==> src/rtl/slc3_datapath_seq_if.sv <==
// Control/memory interface of the SLC-3 registered datapath.
// Purpose: bundles every control strobe from the ISDU, the memory read
// data, and the architectural outputs of the datapath into one port.
// Modports:
//   master : control/memory side. Drives load enables, gates, mux selects
//            and Data_to_CPU. Observes PC, IR, MAR, MDR, Bus, CC, BEN and
//            Bus_Conflict.
//   slave  : datapath side, with the opposite directions.
// There is no valid/ready handshake here. Every strobe is sampled on each
// rising clock edge, and the outputs are plain register or bus values.
interface slc3_datapath_seq_if #(
  parameter int WIDTH = 16
);
  logic             LD_MAR, LD_MDR, LD_IR, LD_BEN, LD_CC, LD_REG, LD_PC;
  logic             GatePC, GateMDR, GateALU, GateMARMUX;
  logic             DRMUX, SR1MUX, SR2MUX, ADDR1MUX, MIO_EN;
  logic [1:0]       PCMUX, ADDR2MUX, ALUK;
  logic [WIDTH-1:0] Data_to_CPU;
  logic [WIDTH-1:0] PC, IR, MAR, MDR, Bus;
  logic [2:0]       CC;
  logic             BEN;
  logic             Bus_Conflict;

  modport master (
    output LD_MAR, LD_MDR, LD_IR, LD_BEN, LD_CC, LD_REG, LD_PC,
    output GatePC, GateMDR, GateALU, GateMARMUX,
    output DRMUX, SR1MUX, SR2MUX, ADDR1MUX, MIO_EN,
    output PCMUX, ADDR2MUX, ALUK, Data_to_CPU,
    input  PC, IR, MAR, MDR, Bus, CC, BEN, Bus_Conflict
  );

  modport slave (
    input  LD_MAR, LD_MDR, LD_IR, LD_BEN, LD_CC, LD_REG, LD_PC,
    input  GatePC, GateMDR, GateALU, GateMARMUX,
    input  DRMUX, SR1MUX, SR2MUX, ADDR1MUX, MIO_EN,
    input  PCMUX, ADDR2MUX, ALUK, Data_to_CPU,
    output PC, IR, MAR, MDR, Bus, CC, BEN, Bus_Conflict
  );
endinterface

==> src/rtl/slc3_datapath_seq.sv <==
// SLC-3 registered datapath: PC, IR, MAR, MDR, R0-R7, NZP and BEN.
// It also holds the shared bus mux, the address adder, the ALU and a sticky
// bus-conflict detector.
// Ports:
//   Clk     : system clock. All state updates on the rising edge.
//   Reset_n : synchronous, active-low reset. It overrides every load.
//   dp      : slc3_datapath_seq_if.slave. Carries the control strobes,
//             Data_to_CPU and the architectural outputs.
// The instruction fields always come from IR[15:0], whatever WIDTH is.
module slc3_datapath_seq #(
  parameter int               WIDTH    = 16,
  parameter logic [WIDTH-1:0] RESET_PC = '0,
  parameter logic [2:0]       CC_RESET = 3'b010
) (
  input logic                Clk,
  input logic                Reset_n,
  slc3_datapath_seq_if.slave dp
);

  logic [WIDTH-1:0] pc_q, ir_q, mar_q, mdr_q;
  logic [WIDTH-1:0] regs_q [8];
  logic [2:0]       cc_q;
  logic             ben_q;
  logic             conflict_q;

  logic [2:0]       sr1_idx, sr2_idx, dr_idx;
  logic [WIDTH-1:0] sr1_data, sr2_data;
  logic [WIDTH-1:0] addr1, addr2, addr_sum;
  logic [WIDTH-1:0] alu_b, alu_out;
  logic [WIDTH-1:0] bus;
  logic [WIDTH-1:0] pc_next;
  logic [2:0]       gate_cnt;
  logic             multi_gate;
  logic [2:0]       cc_from_bus;
  logic             ben_next;

  // Register file indices
  assign sr1_idx  = dp.SR1MUX ? ir_q[8:6] : ir_q[11:9];
  assign sr2_idx  = ir_q[2:0];
  assign dr_idx   = dp.DRMUX ? 3'd7 : ir_q[11:9];
  assign sr1_data = regs_q[sr1_idx];
  assign sr2_data = regs_q[sr2_idx];

  // Address adder. Each offset field is sign-extended from its own MSB.
  assign addr1 = dp.ADDR1MUX ? sr1_data : pc_q;

  always_comb begin
    addr2 = '0;
    case (dp.ADDR2MUX)
      2'b00: addr2 = '0;
      2'b01: addr2 = {{(WIDTH-11){ir_q[10]}}, ir_q[10:0]};
      2'b10: addr2 = {{(WIDTH-9){ir_q[8]}}, ir_q[8:0]};
      2'b11: addr2 = {{(WIDTH-6){ir_q[5]}}, ir_q[5:0]};
      default: addr2 = '0;
    endcase
  end

  assign addr_sum = addr1 + addr2;

  // ALU
  assign alu_b = dp.SR2MUX ? {{(WIDTH-5){ir_q[4]}}, ir_q[4:0]} : sr2_data;

  always_comb begin
    alu_out = '0;
    case (dp.ALUK)
      2'b00: alu_out = sr1_data + alu_b;
      2'b01: alu_out = sr1_data & alu_b;
      2'b10: alu_out = ~sr1_data;
      2'b11: alu_out = sr1_data;
      default: alu_out = '0;
    endcase
  end

  // Bus mux. Anything other than exactly one gate drives 0.
  assign gate_cnt = {2'b00, dp.GatePC} + {2'b00, dp.GateMDR}
                  + {2'b00, dp.GateALU} + {2'b00, dp.GateMARMUX};
  assign multi_gate = (gate_cnt > 3'd1);

  always_comb begin
    bus = '0;
    case ({dp.GatePC, dp.GateMDR, dp.GateALU, dp.GateMARMUX})
      4'b1000: bus = pc_q;
      4'b0100: bus = mdr_q;
      4'b0010: bus = alu_out;
      4'b0001: bus = addr_sum;
      default: bus = '0;
    endcase
  end

  // PC source. PCMUX=11 holds the PC even when LD_PC is set.
  always_comb begin
    pc_next = pc_q;
    case (dp.PCMUX)
      2'b00: pc_next = pc_q + WIDTH'(1);
      2'b01: pc_next = addr_sum;
      2'b10: pc_next = bus;
      2'b11: pc_next = pc_q;
      default: pc_next = pc_q;
    endcase
  end

  // Condition codes are one-hot in N, Z, P order.
  always_comb begin
    cc_from_bus = 3'b001;
    if (bus[WIDTH-1])   cc_from_bus = 3'b100;
    else if (bus == '0) cc_from_bus = 3'b010;
  end

  // BEN uses the pre-edge IR and CC, so a same-cycle LD_IR/LD_CC does not
  // affect it.
  assign ben_next = (ir_q[11] & cc_q[2]) | (ir_q[10] & cc_q[1]) | (ir_q[9] & cc_q[0]);

  always_ff @(posedge Clk) begin
    if (!Reset_n) begin
      pc_q       <= RESET_PC;
      ir_q       <= '0;
      mar_q      <= '0;
      mdr_q      <= '0;
      cc_q       <= CC_RESET;
      ben_q      <= 1'b0;
      conflict_q <= 1'b0;
      for (int i = 0; i < 8; i++) regs_q[i] <= '0;
    end else begin
      if (dp.LD_PC)  pc_q  <= pc_next;
      if (dp.LD_MAR) mar_q <= bus;
      if (dp.LD_IR)  ir_q  <= bus;
      if (dp.LD_MDR) mdr_q <= dp.MIO_EN ? dp.Data_to_CPU : bus;
      if (dp.LD_REG) regs_q[dr_idx] <= bus;
      if (dp.LD_CC)  cc_q  <= cc_from_bus;
      if (dp.LD_BEN) ben_q <= ben_next;
      // Once set, the conflict flag stays set until reset.
      if (multi_gate) conflict_q <= 1'b1;
    end
  end

  assign dp.PC           = pc_q;
  assign dp.IR           = ir_q;
  assign dp.MAR          = mar_q;
  assign dp.MDR          = mdr_q;
  assign dp.Bus          = bus;
  assign dp.CC           = cc_q;
  assign dp.BEN          = ben_q;
  assign dp.Bus_Conflict = conflict_q;

endmodule

==> src/flat_wrapper.sv <==
// flat-port wrapper written by rule: the top's interface ports become plain ports
module slc3_datapath_seq_flat 
#(
  parameter int               WIDTH    = 16,
  parameter logic [WIDTH-1:0] RESET_PC = '0,
  parameter logic [2:0]       CC_RESET = 3'b010
)
  (Clk, Reset_n, dp_LD_MAR, dp_LD_MDR, dp_LD_IR, dp_LD_BEN, dp_LD_CC, dp_LD_REG, dp_LD_PC, dp_GatePC, dp_GateMDR, dp_GateALU, dp_GateMARMUX, dp_DRMUX, dp_SR1MUX, dp_SR2MUX, dp_ADDR1MUX, dp_MIO_EN, dp_PCMUX, dp_ADDR2MUX, dp_ALUK, dp_Data_to_CPU, dp_PC, dp_IR, dp_MAR, dp_MDR, dp_Bus, dp_CC, dp_BEN, dp_Bus_Conflict);
  slc3_datapath_seq_if #(.WIDTH(WIDTH)) dp_i ();
  input logic Clk;
  input logic Reset_n;
  input wire logic [$bits(dp_i.LD_MAR)-1:0] dp_LD_MAR;
  input wire logic [$bits(dp_i.LD_MDR)-1:0] dp_LD_MDR;
  input wire logic [$bits(dp_i.LD_IR)-1:0] dp_LD_IR;
  input wire logic [$bits(dp_i.LD_BEN)-1:0] dp_LD_BEN;
  input wire logic [$bits(dp_i.LD_CC)-1:0] dp_LD_CC;
  input wire logic [$bits(dp_i.LD_REG)-1:0] dp_LD_REG;
  input wire logic [$bits(dp_i.LD_PC)-1:0] dp_LD_PC;
  input wire logic [$bits(dp_i.GatePC)-1:0] dp_GatePC;
  input wire logic [$bits(dp_i.GateMDR)-1:0] dp_GateMDR;
  input wire logic [$bits(dp_i.GateALU)-1:0] dp_GateALU;
  input wire logic [$bits(dp_i.GateMARMUX)-1:0] dp_GateMARMUX;
  input wire logic [$bits(dp_i.DRMUX)-1:0] dp_DRMUX;
  input wire logic [$bits(dp_i.SR1MUX)-1:0] dp_SR1MUX;
  input wire logic [$bits(dp_i.SR2MUX)-1:0] dp_SR2MUX;
  input wire logic [$bits(dp_i.ADDR1MUX)-1:0] dp_ADDR1MUX;
  input wire logic [$bits(dp_i.MIO_EN)-1:0] dp_MIO_EN;
  input wire logic [$bits(dp_i.PCMUX)-1:0] dp_PCMUX;
  input wire logic [$bits(dp_i.ADDR2MUX)-1:0] dp_ADDR2MUX;
  input wire logic [$bits(dp_i.ALUK)-1:0] dp_ALUK;
  input wire logic [$bits(dp_i.Data_to_CPU)-1:0] dp_Data_to_CPU;
  output wire logic [$bits(dp_i.PC)-1:0] dp_PC;
  output wire logic [$bits(dp_i.IR)-1:0] dp_IR;
  output wire logic [$bits(dp_i.MAR)-1:0] dp_MAR;
  output wire logic [$bits(dp_i.MDR)-1:0] dp_MDR;
  output wire logic [$bits(dp_i.Bus)-1:0] dp_Bus;
  output wire logic [$bits(dp_i.CC)-1:0] dp_CC;
  output wire logic [$bits(dp_i.BEN)-1:0] dp_BEN;
  output wire logic [$bits(dp_i.Bus_Conflict)-1:0] dp_Bus_Conflict;
  assign dp_i.LD_MAR = dp_LD_MAR;
  assign dp_i.LD_MDR = dp_LD_MDR;
  assign dp_i.LD_IR = dp_LD_IR;
  assign dp_i.LD_BEN = dp_LD_BEN;
  assign dp_i.LD_CC = dp_LD_CC;
  assign dp_i.LD_REG = dp_LD_REG;
  assign dp_i.LD_PC = dp_LD_PC;
  assign dp_i.GatePC = dp_GatePC;
  assign dp_i.GateMDR = dp_GateMDR;
  assign dp_i.GateALU = dp_GateALU;
  assign dp_i.GateMARMUX = dp_GateMARMUX;
  assign dp_i.DRMUX = dp_DRMUX;
  assign dp_i.SR1MUX = dp_SR1MUX;
  assign dp_i.SR2MUX = dp_SR2MUX;
  assign dp_i.ADDR1MUX = dp_ADDR1MUX;
  assign dp_i.MIO_EN = dp_MIO_EN;
  assign dp_i.PCMUX = dp_PCMUX;
  assign dp_i.ADDR2MUX = dp_ADDR2MUX;
  assign dp_i.ALUK = dp_ALUK;
  assign dp_i.Data_to_CPU = dp_Data_to_CPU;
  assign dp_PC = dp_i.PC;
  assign dp_IR = dp_i.IR;
  assign dp_MAR = dp_i.MAR;
  assign dp_MDR = dp_i.MDR;
  assign dp_Bus = dp_i.Bus;
  assign dp_CC = dp_i.CC;
  assign dp_BEN = dp_i.BEN;
  assign dp_Bus_Conflict = dp_i.Bus_Conflict;
  slc3_datapath_seq #(.WIDTH(WIDTH), .RESET_PC(RESET_PC), .CC_RESET(CC_RESET)) u_core (.Clk(Clk), .Reset_n(Reset_n), .dp(dp_i));
endmodule
==> config.mk <==
export PLATFORM = sky130hd
export DESIGN_NAME = slc3_datapath_seq_flat
export DESIGN_NICKNAME = d
export VERILOG_FILES = /design/src/rtl/slc3_datapath_seq_if.sv /design/src/rtl/slc3_datapath_seq.sv /design/src/flat_wrapper.sv
export SDC_FILE = /design/constraint.sdc
export NUM_CORES = 1
export LEC_CHECK = 0
export BUFFER_PORTS_ARGS = -buffer_cell sky130_fd_sc_hd__buf_2
export CAP_MARGIN = 40
export CORE_MARGIN = 2
export CORE_UTILIZATION = 65
export CTS_BUF_LIST = sky130_fd_sc_hd__clkbuf_4 sky130_fd_sc_hd__clkbuf_8 sky130_fd_sc_hd__clkbuf_16
export CTS_CLUSTER_SIZE = 28
export DETAILED_ROUTE_END_ITERATION = 10
export PLACE_DENSITY_LB_ADDON = 0.3
export SLEW_MARGIN = 5
export SYNTH_ARGS = -nofsm -noshare
export SYNTH_HDL_FRONTEND = slang
export SYNTH_SLANG_ARGS = --single-unit
==> constraint.sdc <==
create_clock -name Clk -period 8.7 [get_ports Clk]
set_input_delay 0.435 -clock Clk [delete_from_list [all_inputs] [get_ports Clk]]
set_output_delay 0.435 -clock Clk [all_outputs]
set_load 0.02 [all_outputs]
; Word level (Yosys, flattened, before mapping)
; Memory sizes are Yosys's and may differ from the RTL's. A register that Yosys moved wholly into a read port is not among the register bits.
; Cells that the tools add are included.
[word_totals]
register_bits = 69
mem_bits_rw = 128
input_bits = 40
out_inout_bits = 85
wordCells = 62
memories = 1
[classes]
addsub = 6
magnitude_cmp = 1
eq_ne = 13
muxes = 20
bitwise_logic = 8
reduce_logical = 6
[memory_table]
columns = name, words, word_bits, rd, rd_clocked_by_memory_dff, write_ports, line
row1 = u_core.regs_q, 8, 16, 2, 1, 8, slc3_datapath_seq.sv:21  ; logic [WIDTH-1:0] regs_q [8];
[op_table]
columns = operator, n
row1 = $pmux 16 s4, 3
row2 = $mux 16, 4
row3 = $pmux 16 s3, 1
row4 = $add 16x16->16, 2
row5 = $mux 3, 6
row6 = $add 16x1->16 const B, 1
row7 = $and 16x16->16, 1
row8 = $logic_not 16->1, 1
row9 = $not 16->16, 1
row10 = $reduce_or 16->1, 1
row11 = $eq 2x2->1 const B, 6
row12 = $add 3x1->3, 2
row13 = $eq 2x1->1 const B, 3
row14 = $logic_not 2->1, 3
row15 = $mux 1, 5
row16 = $eq 4x1->1 const B, 1
row17 = $eq 4x2->1 const B, 1
row18 = $eq 4x3->1 const B, 1
row19 = $eq 4x4->1 const B, 1
row20 = $and 1x1->1, 3
row21 = $gt 3x1->1 const B, 1
row22 = $add 1x1->2, 1
row23 = $mux 2, 1
row24 = $or 1x1->1, 2
row25 = other kinds (2), 2

; Logic depth before layout (Yosys ltp)
; Gate-level depths: netlist of the first run.
; An unclocked memory read counts as a cell.
[depth]
depth_word = 8
ltp_mapped = 26
ltp_nobuf = 22

; Worst setup path after synthesis of the first run
; Ideal clock, no wire load.
[synth_path]
path_type = register to register
from = reg u_core.ir_q[9], in the netlist u_core.dp.IR[9]
to = reg u_core.cc_q[0], in the netlist u_core.dp.CC[0]
setup_time_ns = 0.116
arrival_time_ns = 5.576
required_ns = 8.584
path_slack_ns = 3.009
path_stages_with_launch = 26
n_path_buf = 4
synth_period_minus_slack_ns = 5.691
cell_sequence = dfxtp_1 > buf_2 > mux2_4 > clkbuf_1 > buf_2 > buf_1 > nor2_1 > o221ai_1 > a32oi_1 > a21oi_1 > ha_1 > inv_1 > fa_1 > nor2b_1 > o21ai_0 > a21boi_0 > nor4_1 > nor4_1 > a211oi_1 > xnor2_1 > a221o_1 > a31o_1 > a41oi_1 > inv_1 > or4b_4 > a31o_1
[synth_via]
elab_chain_cells = 8
word_cells_on_any_way = 13
classes_between = 2 x add/sub / 7 x mux / 2 x bitwise / 1 x reduce/logical / 1 x memory
[synth_rtl]
columns = element, line
row1 = "start, declared", slc3_datapath_seq.sv:20  ; logic [WIDTH-1:0] pc_q, ir_q, mar_q, mdr_q;
row2 = "start signal, assigned", slc3_datapath_seq.sv:126  ; if (dp.LD_IR) ir_q <= bus;
row3 = $mux 3, slc3_datapath_seq.sv:38  ; assign sr1_idx = dp.SR1MUX ? ir_q[8:6] : ir_q[11:9];
row4 = $mem_v2 8x16, --
row5 = $add 16x16->16 (tied with other cells), slc3_datapath_seq.sv:66  ; 2'b00: alu_out = sr1_data + alu_b;
row6 = $pmux 16 s4 or $add 16x16->16 (tied branches), "slc3_datapath_seq.sv:65, slc3_datapath_seq.sv:58"
row7 = $pmux 16 s4 (*), slc3_datapath_seq.sv:81  ; case ({dp.GatePC, dp.GateMDR, dp.GateALU, dp.GateMARMUX})
row8 = named net dp_Bus[12], flat_wrapper.sv:36  ; output wire logic [$bits(dp_i.Bus)-1:0] dp_Bus;
row9 = $logic_not 16->1 (*), slc3_datapath_seq.sv:106  ; else if (bus == '0) cc_from_bus = 3'b010;
row10 = $mux 2 (*), slc3_datapath_seq.sv:106
row11 = $mux 3 (*), slc3_datapath_seq.sv:105  ; if (bus[WIDTH-1]) cc_from_bus = 3'b100;
row12 = "end signal, assigned", slc3_datapath_seq.sv:129  ; if (dp.LD_CC) cc_q <= cc_from_bus;
row13 = "end, declared", slc3_datapath_seq.sv:22  ; logic [2:0] cc_q;
; Mark *: on every way through the listed nets, which the timed path passes. The rest lies on a longest branch.
; A chain may end at the register's enable or synchronous reset.

; Worst setup path after layout of the first run
[layout_path]
from = reg u_core.ir_q[10], in the netlist u_core.dp.IR[10]
to = out dp_Bus[12]
[layout_via]
elab_chain_cells = 5
word_cells_on_any_way = 10
classes_between = 2 x add/sub / 5 x mux / 2 x bitwise / 1 x memory
[layout_rtl]
columns = element, line
row1 = $mux 3, slc3_datapath_seq.sv:38
row2 = $mem_v2 8x16, --
row3 = $add 16x16->16 (tied with other cells), slc3_datapath_seq.sv:66
row4 = $pmux 16 s4 or $add 16x16->16 (tied branches), "slc3_datapath_seq.sv:65, slc3_datapath_seq.sv:58"
row5 = $pmux 16 s4 (*), slc3_datapath_seq.sv:81
row6 = "end, declared", flat_wrapper.sv:36
; Every way passes the cells marked *; elsewhere a longest branch is shown, timed or not.

==> results of run 1 <==
==> cells by family after synthesis <==
family | share of synthesized area (%)
flip-flops | 39.4
multiplexers | 9.73
buffers and inverters | 5.12
XOR/XNOR | 1.70
AO/OA/AOI/OAI | 20.8
AND/OR/NAND/NOR | 19.3
adder cells (fa/ha/maj) | 3.95
==> worst paths after layout <==
| kind | startpoint | endpoint | slack (ns) |
|---|---|---|---|
| max | u_core.dp.IR[10] | dp_Bus[12] | 1.66 |
| min | dp_LD_BEN | u_core.dp.BEN | 0.18 |
| max reg2reg | u_core.dp.IR[10] | u_core.dp.CC[0] | 1.83 |
| min reg2reg | u_core.dp.Bus_Conflict | u_core.dp.Bus_Conflict | 0.49 |
==> cells in the final DEF, fill, tap and decap left out, types with 19 or more instances in the layout <==
cell,synthesis,routed
nor2b_1,44,44
ha_1,39,39
a211oi_1,48,48
dfxtp_1,72,71
nor2_1,262,262
buf_2,13,124
nand2_1,144,144
o21ai_0,100,100
o211ai_1,19,19
mux4_2,25,25
nor3_1,20,20
edfxtp_1,128,128
nand3_1,34,34
a31oi_1,21,21
mux2i_1,50,49
inv_1,47,47
a21oi_1,69,69
==> flip-flops by register name, indices dropped and copies added (netlist names), named ones only <==
signal                  cells
u_core.regs_q             128
u_core.dp.IR               16
u_core.dp.CC                3
u_core.dp.Bus_Conflict      1
u_core.dp.MDR              16
u_core.dp.PC               16
u_core.dp.BEN               1
u_core.dp.MAR              16
==> layer usage <==
layer | vias up | wire length (um)
met5 | - | 0
met4 | 0 | 2080
met3 | 185 | 7230
met2 | 1086 | 20900
met1 | 6109 | 17600
li1 | 5682 | -
==> power groups by stage <==
stage | logic (mW) | clock network, mW | registers, mW
after floorplan | 0.412 | 0 | 1.12
after global placement | 0.583 | 0 | 1.12
after detailed placement | 0.607 | 0 | 1.12
after CTS | 0.612 | 0.834 | 1.10
after global routing | 0.675 | 0.864 | 1.10
final | 0.636 | 0.835 | 1.10
==> worst max-delay path: stages, from the launching register on <==
cell	delay [ns]
dfxtp_1	0.86
nand2b_1	0.40
nand2_1	0.48
nand2_1	0.10
nand3_1	0.10
a32oi_1	0.17
a21oi_1	0.19
ha_1	0.23
inv_1	0.09
fa_1	0.47
nor2b_1	0.15
o21ai_0	0.10
a21boi_0	0.46
nor4_1	0.09
nor4_1	0.76
a211oi_1	0.20
xnor2_1	0.20
a221o_1	0.30
a31o_1	0.18
a41oi_1	0.16
buf_4	0.22
inv_1	0.07
buf_2	0.16
==> cell type report <==
| class | instances | area, sq um | area share, % |
|---|---|---|---|
| multi-input cells | 1152 | 7460 | 50.0 |
| clock buffers | 17 | 425 | 2.85 |
| well taps | 270 | 338 | 2.27 |
| clock inverters | 15 | 180 | 1.21 |
| inverters | 51 | 191 | 1.28 |
| diodes | 2 | 5.00 | 0.0336 |
| flip-flops and latches | 200 | 5290 | 35.5 |
| repair buffers | 156 | 1020 | 6.85 |
==> results.py, run 1 <==
metrics = {
    "placed_design": {
        "routabilityCongestion": 0.986,
        "placedCellCount": 1827,
        "hpwl_um": 33500,
        "port-buffer-count": 124,
        "dp_slack_ns": 2.03,
        "placed_area_sq_mm": 0.0143,
    },
    "floorplan": {
        "num_io_pins": 125,
        "die_area_sq_mm": 0.0218,
        "die_w_um": 148,
        "initial_core_util_pct": 66.4,
        "rows": 52,
        "coreArea_sq_mm": 0.0202,
        "die_y_um": 148,
    },
    "sta": {
        "tns_ns": 0,
        "report.final.slew_viol_count": 0,
        "setup_violations": 0,
        "slew_headroom_pct": 32.5,
        "rsz0062_at_grt": "false",
        "tightest_slew_ns": 0.988,
        "setup_ws_ns": 1.66,
        "hold_viol_final": 0,
        "timing.final.crit_share_pct": 80.9,
        "whs_ns": 0.175,
        "fin_crit_ns": 7.04,
        "max_freq_ghz": 0.142,
        "skew_ns": 0.0164,
    },
    "pwr": {
        "intPower_mw": 1.68,
        "net-switching-power_mw": 0.895,
        "p_leak_nw": 6.05,
        "switching_share_pct": 34.8,
        "seq_power_share_pct": 42.8,
        "power.total_mw": 2.57,
        "vdd_drop_max_v": 0.000139,
        "p_clk_share_pct": 32.5,
        "combPwrFrac_pct": 24.7,
        "powerDensity_mw_per_mm2": 172,
    },
    "global_routing": {
        "grt_pass1_wl_um": 71500,
        "use_met1_pct": 60.5,
        "grt_start_max_net_pins": 38,
        "grtUsageMet2_pct": 63.4,
        "overflow": 0,
        "grt_pass1_vias": 12440,
        "grt_usage_pct": 43.3,
        "antenna_found_initial": 2,
        "gr-max-usage-layer": "met2",
        "met3_usage_pct": 11.6,
    },
    "finish": {
        "areaGrowthSynthToFinish_pct": 11.0,
        "post-route-util_pct": 73.7,
        "fin_cells": 1863,
        "final_nets": 1658,
        "n_fill_cell": 1503,
        "drive_gt1_share_pct": 16.5,
        "final_area_sq_mm": 0.0149,
    },
    "yosys": {
        "syn_inst": 1519,
        "async_reset_ff_share_pct": 0,
        "synth.most_common_cell": "nor2_1",
        "avgSynthCellArea_sq_um": 8.84,
        "synthFlopType": "edfxtp_1",
        "yosys_warnings": 0,
        "synth_top_cell_by_area": "edfxtp_1",
        "synth-edff-count": 128,
        "synth_area_leaders": "edfxtp_1 29%, dfxtp_1 11%, nor2_1 7.3%, mux4_2 4.2%, nand2_1 4.0%",
        "synthTopCellsByCount": "262 x nor2_1, 144 x nand2_1, 128 x edfxtp_1",
        "synth_nets": 1599,
        "synth.distinct_cells": 91,
        "synth.cell_area_sq_mm": 0.0134,
        "ys_ff_latch": 200,
        "synth_top_area_share_pct": 28.6,
        "ys_seq_area_share_pct": 39.4,
    },
    "detailed_routing": {
        "dr.pass1.iters": 6,
        "wl_per_cell_um": 25.7,
        "drc": 0,
        "wl_um": 47800,
        "ant_nets": 0,
        "vias": 13062,
        "drt_iter0_markers": 2019,
        "via_per_inst": 7.01,
    },
    "status": {
        "status": "completed",
    },
    "worst_setup_path": {
        "crit_required_ns": 8.27,
        "endpoint_kind": "output pin",
        "critPathKind": "flip-flop to output pin",
        "cp-start-kind": "flip-flop",
        "crit_fanout": 18,
        "critical_path_arrival_ns": 6.61,
        "reg2regPathDepth": 23,
    },
    "clock_network": {
        "hold_buffers": 0,
        "cts_root_buf": "clkbuf_16",
        "clock_latency_ns": 0.45,
        "clk_pin_slew_ns": 0.08,
        "cts.path.max_buffers": 2,
        "cts_tree": "yes",
        "cts_made_buffers": 17,
        "post_cts_buffers": 0,
        "cts_sinks": 200,
        "h-tree-depth": 4,
        "cts_resized": 0,
    },
    "worst_hold_path": {
        "holdPathStages": 2,
        "hold_class": "input pin to flip-flop",
    },
    "job": {
        "maxCapViolations": 0,
    },
}
No activity file was read; power rests on OpenSTA's default activity.
==> run 2, diff against run 1 <==
--- a/config.mk
+++ b/config.mk
@@ -5,10 +5,11 @@
 export SDC_FILE = /design/constraint.sdc
 export NUM_CORES = 1
 export LEC_CHECK = 0
+export ABC_AREA = 1
 export BUFFER_PORTS_ARGS = -buffer_cell sky130_fd_sc_hd__buf_2
 export CAP_MARGIN = 40
 export CORE_MARGIN = 2
-export CORE_UTILIZATION = 65
+export CORE_UTILIZATION = 55
 export CTS_BUF_LIST = sky130_fd_sc_hd__clkbuf_4 sky130_fd_sc_hd__clkbuf_8 sky130_fd_sc_hd__clkbuf_16
 export CTS_CLUSTER_SIZE = 28
 export DETAILED_ROUTE_END_ITERATION = 10
==> constraint.sdc (replaced) <==
create_clock -name Clk -period 6 [get_ports Clk]
set_input_delay 0.3 -clock Clk [delete_from_list [all_inputs] [get_ports Clk]]
set_output_delay 0.3 -clock Clk [all_outputs]
set_load 0.02 [all_outputs]
==> results.py, run 2 <==
metrics = {
    "detailed_routing": {
        "ant_nets": 0,
        "via_per_inst": 5.97,
        "dr.pass1.iters": 8,
        "vias": 14199,
        "wl_per_cell_um": 20.0,
        "drc": 0,
        "drt_iter0_markers": 1959,
        "wl_um": 47400,
    },
    "clock_network": {
        "cts_root_buf": "clkbuf_16",
        "cts_made_buffers": 17,
        "clock_latency_ns": 0.46,
        "cts.path.max_buffers": 2,
        "cts_sinks": 200,
        "post_cts_buffers": 0,
        "h-tree-depth": 4,
        "clk_pin_slew_ns": 0.09,
        "cts_resized": 0,
        "hold_buffers": 0,
        "cts_tree": "yes",
    },
    "yosys": {
        "synth.most_common_cell": "nand2_1",
        "synthFlopType": "edfxtp_1",
        "synthTopCellsByCount": "434 x nand2_1, 217 x inv_1, 211 x nand3_1",
        "syn_inst": 1976,
        "synth_top_cell_by_area": "edfxtp_1",
        "async_reset_ff_share_pct": 0,
        "synth_nets": 2056,
        "ys_ff_latch": 200,
        "ys_seq_area_share_pct": 37.0,
        "synth_top_area_share_pct": 26.9,
        "synth.cell_area_sq_mm": 0.0143,
        "synth.distinct_cells": 57,
        "avgSynthCellArea_sq_um": 7.22,
        "yosys_warnings": 0,
        "synth_area_leaders": "edfxtp_1 27%, nand2_1 11%, dfxtp_1 10%, nand3_1 7.4%, inv_1 5.7%",
        "synth-edff-count": 128,
    },
    "worst_setup_path": {
        "cp-start-kind": "flip-flop",
        "crit_required_ns": 5.70,
        "cp_top_family": "compound AO/OA/AOI/OAI gates",
        "r2r_start": "u_core.dp.IR[10]",
        "endpoint_kind": "output pin",
        "critical_path_arrival_ns": 5.13,
        "crit_top_cell": "nand2_1",
        "slowest_stage": "o21ai_4",
        "worstPathBufferInverterCount": 3,
        "cpPeakStageDelay_ns": 0.58,
        "critPathKind": "flip-flop to output pin",
        "path_cells": "inv_1, o21ai_4, nand3_1, nand2_1, nand2_1, nand2_1, o21ai_0, ha_1, nand3_1, nand3_1, a21oi_1, o21ai_0, a21boi_0, o21ai_0, xor2_1, nand2_1, nand2_1, a21oi_4, inv_2, buf_2",
        "crit_fanout": 21,
        "cp-startpoint": "u_core.dp.IR[10]",
    },
    "global_routing": {
        "grt_usage_pct": 34.8,
        "grt_pass1_wl_um": 71800,
        "grt_start_max_net_pins": 90,
        "grt_pass1_vias": 13139,
        "overflow": 0,
        "antenna_found_initial": 2,
    },
    "floorplan": {
        "die_area_sq_mm": 0.0273,
        "initial_core_util_pct": 56.4,
        "coreArea_sq_mm": 0.0253,
        "rows": 58,
        "die_w_um": 165,
        "die_y_um": 165,
        "num_io_pins": 125,
    },
    "placed_design": {
        "hpwl_um": 33800,
        "placed_area_sq_mm": 0.0149,
        "port-buffer-count": 124,
        "routabilityCongestion": 0.989,
    },
    "sta": {
        "max_freq_ghz": 0.184,
        "hold_viol_final": 0,
        "tns_ns": 0,
        "tightest_slew_ns": 0.931,
        "setup_violations": 0,
        "slew_headroom_pct": 37.8,
        "report.final.slew_viol_count": 0,
        "timing.final.crit_share_pct": 90.5,
        "skew_ns": 0.0216,
        "rsz0062_at_grt": "false",
        "fin_crit_ns": 5.43,
    },
    "pwr": {
        "vdd_drop_max_v": 0.000190,
        "powerDensity_mw_per_mm2": 248,
        "p_leak_nw": 6.98,
    },
    "finish": {
        "top_register": "u_core.regs_q",
        "final_area_sq_mm": 0.0155,
        "largest_reg_flops": 128,
        "final_nets": 2113,
        "final_cell_mix": "434 x nand2_1, 217 x inv_1, 211 x nand3_1",
        "layout_commonest_cell": "nand2_1",
        "post-route-util_pct": 61.2,
        "areaGrowthSynthToFinish_pct": 8.63,
        "drive_gt1_share_pct": 15.2,
    },
    "job": {
        "maxCapViolations": 0,
    },
    "worst_hold_path": {
        "hp-start": "dp_LD_BEN",
        "hold_class": "input pin to flip-flop",
    },
    "status": {
        "status": "completed",
    },
}
[run 2: cell types whose count changed in the layout (fill, tap and decap cells not counted), moves of 25 or more]
cell      delta
a211oi_1    -48
a21oi_1     +55
inv_1      +170
mux2i_1     -49
mux4_2      -25
nand2_1    +290
nand2_2     +45
nand3_1    +177
nor2_1      -54
nor2b_1     -44
o211ai_1    +57
o21ai_0     +49
[run 2: path summary, 6_finish.rpt]
kind	end	slack [ns]	cells after the start
setup / recovery	dp_Bus[11]	0.57	20
hold / removal	u_core.dp.BEN	0.09	2
setup reg to reg	u_core.dp.CC[0]	0.92	23
hold reg to reg	u_core.dp.MAR[2]	0.48	2
[run 2: routing by layer]
metal,part of all wire [%],global-route usage (%),vias up
li1,-,-,6669
met3,11,7.19,109
met4,3.3,13.7,2
met1,40,47.3,6603
met2,45,54.4,816
met5,0.023,0,-
[run 2: cell type report]
class                      count  area [sq um]
antenna                        1          2.50
fill                        2328          9820
clock inverter                15           183
sequential                   200          5290
timing repair buffer         155           911
multi-input combinational   1421          7390
tap                          330           413
clock buffer                  17           425
inverter                     238           898
[run 2: cells by family (layout without fill, tap and decap cells)]
logic type,Yosys count,count (layout),synth area share [%]
AO/OA/AOI/OAI,393,393,16.4
adder cells (fa/ha/maj),40,40,3.56
other,0,1,0
XOR/XNOR,25,25,1.53
AND/OR/NAND/NOR,963,963,30.2
flip-flops,200,200,37.0
buffers and inverters,355,425,11.2
[run 2: worst reg2reg max path: stages, from the launching register on]
cell and delay (ns):
dfxtp_1 0.43, inv_1 0.17, o21ai_4 0.58, nand3_1 0.25, nand2_1 0.11, nand2_1 0.06
nand2_1 0.16, o21ai_0 0.11, ha_1 0.40, nand3_1 0.09, nand3_1 0.11, a21oi_1 0.11
o21ai_0 0.45, a21boi_0 0.25, o21ai_0 0.36, xor2_1 0.14, nand2_1 0.08, nand2_1 0.07
a21oi_4 0.38, nand3_1 0.13, nor2_1 0.13, nand2_1 0.19, nand2_1 0.13, a21oi_2 0.05
[run 2: through the flow]
stage	power [mW]	hold slack [ns]	cells	setup WS, ns
4_1_cts	3.82	0.0772	2376	0.677
5_1_grt	3.99	0.0840	2377	0.245
3_3_place_gp	2.60	0.456	2336	1.12
2_1_floorplan	2.34	0.444	1976	1.84
6_report	3.85	0.0854	2377	0.569
3_5_place_dp	2.62	0.458	2344	0.987
[run 2: where the power goes]
part / internal (mW) / leakage (nW) / switching, mW
registers: 1.53 / 1.92 / 0.0487
logic: 0.315 / 4.77 / 0.739
clock network: 0.574 / 0.292 / 0.644
total: 2.42 / 6.98 / 1.43
